===== src/rtl/display_scan_ctrl.sv =====
// display_scan_ctrl: four-digit seven-segment scanner with dead-time blanking, frame snapshot and leading-zero suppression
module display_scan_ctrl #(
    parameter int BLANK_CYCLES = 8
) (
    input  logic        clkFPGA,
    input  logic        rst,
    input  logic        clk1KHz,
    input  logic        enable,
    input  logic [15:0] bcd,
    input  logic [3:0]  dp_in,
    input  logic        blank_lz,
    output logic [3:0]  an,
    output logic [6:0]  seg,
    output logic        dp,
    output logic [1:0]  digit_idx,
    output logic        frame_done
);
    localparam logic [1:0] IDLE  = 2'd0;
    localparam logic [1:0] BLANK = 2'd1;
    localparam logic [1:0] SHOW  = 2'd2;
    localparam logic [7:0] BLANK_LOAD = 8'(BLANK_CYCLES);

    logic        r_clk_q;
    logic [1:0]  r_state;
    logic [7:0]  r_cnt;
    logic [15:0] r_snap_bcd;
    logic [3:0]  r_snap_dp;
    logic [1:0]  r_idx;
    logic [3:0]  r_an;
    logic [6:0]  r_seg;
    logic        r_dp;
    logic        r_fd;

    logic        w_tick;
    logic [1:0]  w_nstate;
    logic [7:0]  w_ncnt;
    logic [15:0] w_nbcd;
    logic [3:0]  w_ndp;
    logic [1:0]  w_nidx;
    logic        w_nfd;
    logic [3:0]  w_nib;
    logic        w_sup;
    logic [6:0]  w_enc;

    assign w_tick     = clk1KHz & ~r_clk_q;
    assign an         = r_an;
    assign seg        = r_seg;
    assign dp         = r_dp;
    assign digit_idx  = r_idx;
    assign frame_done = r_fd;

    // Edge detector history; resets high so a level already high at release is not an edge
    always_ff @(posedge clkFPGA) begin
        if (rst) r_clk_q <= 1'b1;
        else     r_clk_q <= clk1KHz;
    end

    // Next-state logic: enable drop beats everything, ticks in BLANK are ignored
    always_comb begin
        w_nstate = r_state;
        w_ncnt   = r_cnt;
        w_nbcd   = r_snap_bcd;
        w_ndp    = r_snap_dp;
        w_nidx   = r_idx;
        w_nfd    = 1'b0;
        case (r_state)
            IDLE: begin
                if (enable && w_tick) begin
                    w_nstate = BLANK;
                    w_ncnt   = BLANK_LOAD;
                    w_nbcd   = bcd;
                    w_ndp    = dp_in;
                    w_nidx   = 2'd0;
                end
            end
            BLANK: begin
                if (!enable) begin
                    w_nstate = IDLE;
                    w_ncnt   = 8'd0;
                    w_nidx   = 2'd0;
                end else if (r_cnt <= 8'd1) begin
                    w_nstate = SHOW;
                    w_ncnt   = 8'd0;
                end else begin
                    w_ncnt   = r_cnt - 8'd1;
                end
            end
            SHOW: begin
                if (!enable) begin
                    w_nstate = IDLE;
                    w_nidx   = 2'd0;
                end else if (w_tick) begin
                    w_nstate = BLANK;
                    w_ncnt   = BLANK_LOAD;
                    w_nidx   = r_idx + 2'd1;
                    if (r_idx == 2'd3) begin
                        w_nbcd = bcd;
                        w_ndp  = dp_in;
                        w_nfd  = 1'b1;
                    end
                end
            end
            default: begin
                w_nstate = IDLE;
                w_ncnt   = 8'd0;
                w_nidx   = 2'd0;
            end
        endcase
    end

    assign w_nib = w_nbcd[w_nidx*4 +: 4];
    assign w_sup = blank_lz && (w_nidx == 2'd3 ? w_nbcd[15:12] == 4'd0 :
                                w_nidx == 2'd2 ? w_nbcd[15:8]  == 8'd0 :
                                w_nidx == 2'd1 ? w_nbcd[15:4]  == 12'd0 : 1'b0);

    // Active-low segment pattern for the nibble about to be shown; non-BCD nibbles show a dash
    always_comb begin
        w_enc = 7'h3F;
        case (w_nib)
            4'd0: w_enc = 7'h40;
            4'd1: w_enc = 7'h79;
            4'd2: w_enc = 7'h24;
            4'd3: w_enc = 7'h30;
            4'd4: w_enc = 7'h19;
            4'd5: w_enc = 7'h12;
            4'd6: w_enc = 7'h02;
            4'd7: w_enc = 7'h78;
            4'd8: w_enc = 7'h00;
            4'd9: w_enc = 7'h10;
            default: w_enc = 7'h3F;
        endcase
    end

    // State, snapshot and outputs registered from next-state values so pins line up with the state
    always_ff @(posedge clkFPGA) begin
        if (rst) begin
            r_state    <= IDLE;
            r_cnt      <= 8'd0;
            r_snap_bcd <= 16'd0;
            r_snap_dp  <= 4'd0;
            r_idx      <= 2'd0;
            r_fd       <= 1'b0;
            r_an       <= 4'hF;
            r_seg      <= 7'h7F;
            r_dp       <= 1'b1;
        end else begin
            r_state    <= w_nstate;
            r_cnt      <= w_ncnt;
            r_snap_bcd <= w_nbcd;
            r_snap_dp  <= w_ndp;
            r_idx      <= w_nidx;
            r_fd       <= w_nfd;
            r_an       <= (w_nstate == SHOW) ? ~(4'b0001 << w_nidx) : 4'hF;
            r_seg      <= (w_nstate == SHOW) ? (w_sup ? 7'h7F : w_enc) : 7'h7F;
            r_dp       <= (w_nstate == SHOW) ? ~w_ndp[w_nidx] : 1'b1;
        end
    end
endmodule


===== config.mk =====
export PLATFORM = sky130hd
export DESIGN_NAME = display_scan_ctrl
export DESIGN_NICKNAME = d
export VERILOG_FILES = /design/src/rtl/display_scan_ctrl.sv
export SDC_FILE = /design/constraint.sdc
export NUM_CORES = 1
export LEC_CHECK = 0
export ABC_AREA = 0
export CAP_MARGIN = 20
export CORE_MARGIN = 1.5
export CORE_UTILIZATION = 50
export CTS_CLUSTER_SIZE = 8
export DETAILED_ROUTE_END_ITERATION = 10
export PLACE_DENSITY = 0.79
export SLEW_MARGIN = 30
export SYNTH_ARGS = -nofsm -noshare
export SYNTH_HDL_FRONTEND = slang
export SYNTH_SLANG_ARGS = --single-unit

===== constraint.sdc =====
create_clock -name clkFPGA -period 4.15 [get_ports clkFPGA]
set_clock_uncertainty 0.15 [all_clocks]
set_input_delay 1.245 -clock clkFPGA [delete_from_list [all_inputs] [get_ports clkFPGA]]
set_output_delay 1.245 -clock clkFPGA [all_outputs]
set_load 0.1 [all_outputs]

==> impl_metrics.json <==
{
  "hold_start": "r_snap_dp[1]",
  "die_w_um": 73.0,
  "gr-total-overflow": 0,
  "area_growth_pct": 23.0,
  "cts_buffers": 5,
  "dp.cells": 356,
  "via_count": 1997,
  "cts_buffer_depth": 2,
  "hold_path_class": "reg -> reg",
  "diodes": 0,
  "crit_end": "seg[5]",
  "cts_resized": 0,
  "clk_pin_slew_ns": 0.09,
  "grt_pass1_vias": 1851,
  "instances_no_fill": 364,
  "async_flop_share_pct": 0,
  "whs_ns": 0.354,
  "maxCapViolations": 0,
  "powerDensity_mw_per_mm2": 296,
  "syn_inst": 255,
  "fmax_mhz": 263,
  "antenna_found_initial": 0,
  "cts_tree": "done",
  "cp_slowest_stage_delay_ns": 0.48,
  "critPathRequiredTime_ns": 4.17,
  "final_util_pct": 63.8,
  "drtAntennaViolNets": 0,
  "fill_cells": 393,
  "track_usage_pct": 20.7,
  "synth_warnings": 0,
  "synth-edff-count": 0,
  "port_buffers": 39,
  "insertion_delay_ns": 0.30,
  "ys_types": 57,
  "synth_seq_area_share_pct": 37.6,
  "setup-violations-final": 0,
  "die_y_um": 73.0,
  "swShare_pct": 23.6,
  "rsz0062_at_grt": "false",
  "synth_seq_cells": 46,
  "yosys.area.top_type": "dfxtp_1",
  "htree_levels": 2,
  "netlist.area_leader.share_pct": 37.6,
  "pwr-share-comb_pct": 11.2,
  "drcViolationCount": 0,
  "drtIter0Drc": 167,
  "crit_path_start_kind": "primary input",
  "synth_area_per_cell_um2": 9.61,
  "first_pass_iters": 4,
  "post_drt_wl_per_cell_um": 14.0,
  "period_share_pct": 91.7,
  "via_per_inst": 5.49,
  "p_int_mw": 0.681,
  "grt_max_degree": 31,
  "p_seq_share_pct": 51.2,
  "start_util_pct": 51.9,
  "p_leak_nw": 1.25,
  "finalWirelength_mm": 5.11,
  "synth_fp_nets": 288,
  "ctsHoldBuffers": 0,
  "fin_setup_tns_ns": 0,
  "r2r-end": "seg[3]",
  "post_cts_buffers": 0,
  "worst-setup-path-type": "in -> reg",
  "critPathCaptureType": "flop",
  "drv_slew": 0,
  "drive_gt1_share_pct": 12.8,
  "finalCriticalPeriod_ns": 3.80,
  "slew_headroom_pct": 35.0,
  "clock-root-buffer": "clkbuf_8",
  "crit_arrival_ns": 3.83,
  "rrSetupSlack_ns": 1.22,
  "path_cells": "clkdlybuf4s50_1 > and3b_4 > o311a_4 > a221oi_2 > a22oi_1 > o2111ai_2 > inv_2 > ha_1 > nor2_1 > o311ai_1",
  "fin_nets": 329,
  "crit_start": "enable",
  "final_cell_mix": "46 x dfxtp_1, 37 x clkdlybuf4s50_1, 36 x nor2_1",
  "rows": 25,
  "crit_path_top_delay_cell": "clkdlybuf4s50_1",
  "p_switching_mw": 0.210,
  "final-hold-violation-count": 0,
  "peakVddDrop_v": 0.000167,
  "status": "finished, final reports clean",
  "layout_commonest_cell": "dfxtp_1",
  "synth_area_leaders": "dfxtp_1 38%, mux2i_1 9.8%, nor2_1 5.5%, ha_1 4.1%, a221oi_2 2.5%",
  "synth_area_mm2": 0.00245,
  "dieArea_mm2": 0.00533,
  "ff2ff_path_depth": 12,
  "place.gp.congestion": 0.883,
  "critPathMaxFanout": 12,
  "tightest_slew_ns": 0.972,
  "dp_hpwl_mm": 3.83,
  "crit-reg2reg-launch": "digit_idx[0]",
  "clock_sink_count": 46,
  "pwr-share-clk_pct": 37.6,
  "ys.flop_type": "dfxtp_1",
  "coreArea_mm2": 0.00472,
  "grt_first_pass_wirelength_mm": 8.57,
  "num_io_pins": 40
}
Yosys cell counts, types with 5 or more instances:
cell type	number
nand3_1	5
o21ai_0	6
nor2b_1	7
inv_1	12
a21oi_1	6
nand2_1	5
and4_1	5
nor2_1	36
dfxtp_1	46
ha_1	8
nand3b_1	6
nand2b_1	5
mux2i_1	24
nor3_1	9
final cells by class:
type | instances | area [µm²] | area share [%]
tap | 67 | 83.8 | 2.78
timing repair buffer | 46 | 450 | 14.9
multi-input combinational | 184 | 1400 | 46.5
clock inverter | 2 | 37.5 | 1.24
sequential | 46 | 921 | 30.5
inverter | 13 | 48.8 | 1.62
clock buffer | 6 | 72.6 | 2.41
critical path, delay by kind of cell:
kind	cells	cell delay, ns
AND/OR/NAND/NOR	2	0.45
adder cells (fa/ha/maj)	1	0.22
AO/OA/AOI/OAI	5	1.33
buffers and inverters	2	0.57
metrics by stage:
stage	cell area [µm²]	setup slack (ns)	power, mW
global placement	2910	0.0868	0.565
detailed placement	2910	0.0589	0.566
CTS	3020	0.383	0.897
floorplan	2450	0.726	0.526
finish	3020	0.346	0.891
global route	3020	0.183	0.927
worst min-delay path by stage:
| stage | end | slack (ns) | depth (start not counted) |
|---|---|---|---|
| 2_1_floorplan | r_snap_bcd[3] | 0.31 | 2 |
| 3_3_place_gp | r_snap_dp[0] | 0.32 | 2 |
| 5_1_grt | r_snap_dp[1] | 0.38 | 2 |
| 3_5_place_dp | r_snap_dp[1] | 0.33 | 2 |
| 6_report | r_snap_dp[1] | 0.35 | 2 |
| 4_1_cts | r_snap_dp[1] | 0.36 | 2 |
sequential cells by signal (all words and copies together) (netlist names):
register    cells
r_clk_q         1
digit_idx       2
dp              1
r_snap_bcd     16
seg             7
an              4
r_snap_dp       4
frame_done      1
r_state         2
r_cnt           8
power groups by stage:
stage	registers [mW]	logic [mW]	clock network (mW)
global placement	0.467	0.0983	0
global route	0.458	0.109	0.360
floorplan	0.469	0.0563	0
CTS	0.457	0.0997	0.340
detailed placement	0.467	0.0987	0
finish	0.457	0.0998	0.335
logic make-up (layout without fill, tap and decap cells):
kind of cell,after synthesis,count (layout),synth area share (%)
buffers and inverters,25,67,5.26
and+or+nand+nor,98,98,22.2
xor gates and xnor gates,5,5,1.79
DFF,46,46,37.6
muxes,26,26,10.7
AOI/OAI and AO/OA,47,47,18.4
adders and majority gates,8,8,4.08
routing by layer:
metal	global-route usage, %	part of all wire (%)	wire length (µm)	up-vias
met2	34.1	47	2420	40
met5	0	0	0	-
met3	4.14	3.4	174	6
li1	-	-	-	1012
met1	27.3	48	2460	939
met4	6.29	1.2	62	0
No activity file was read; power rests on OpenSTA's default activity.
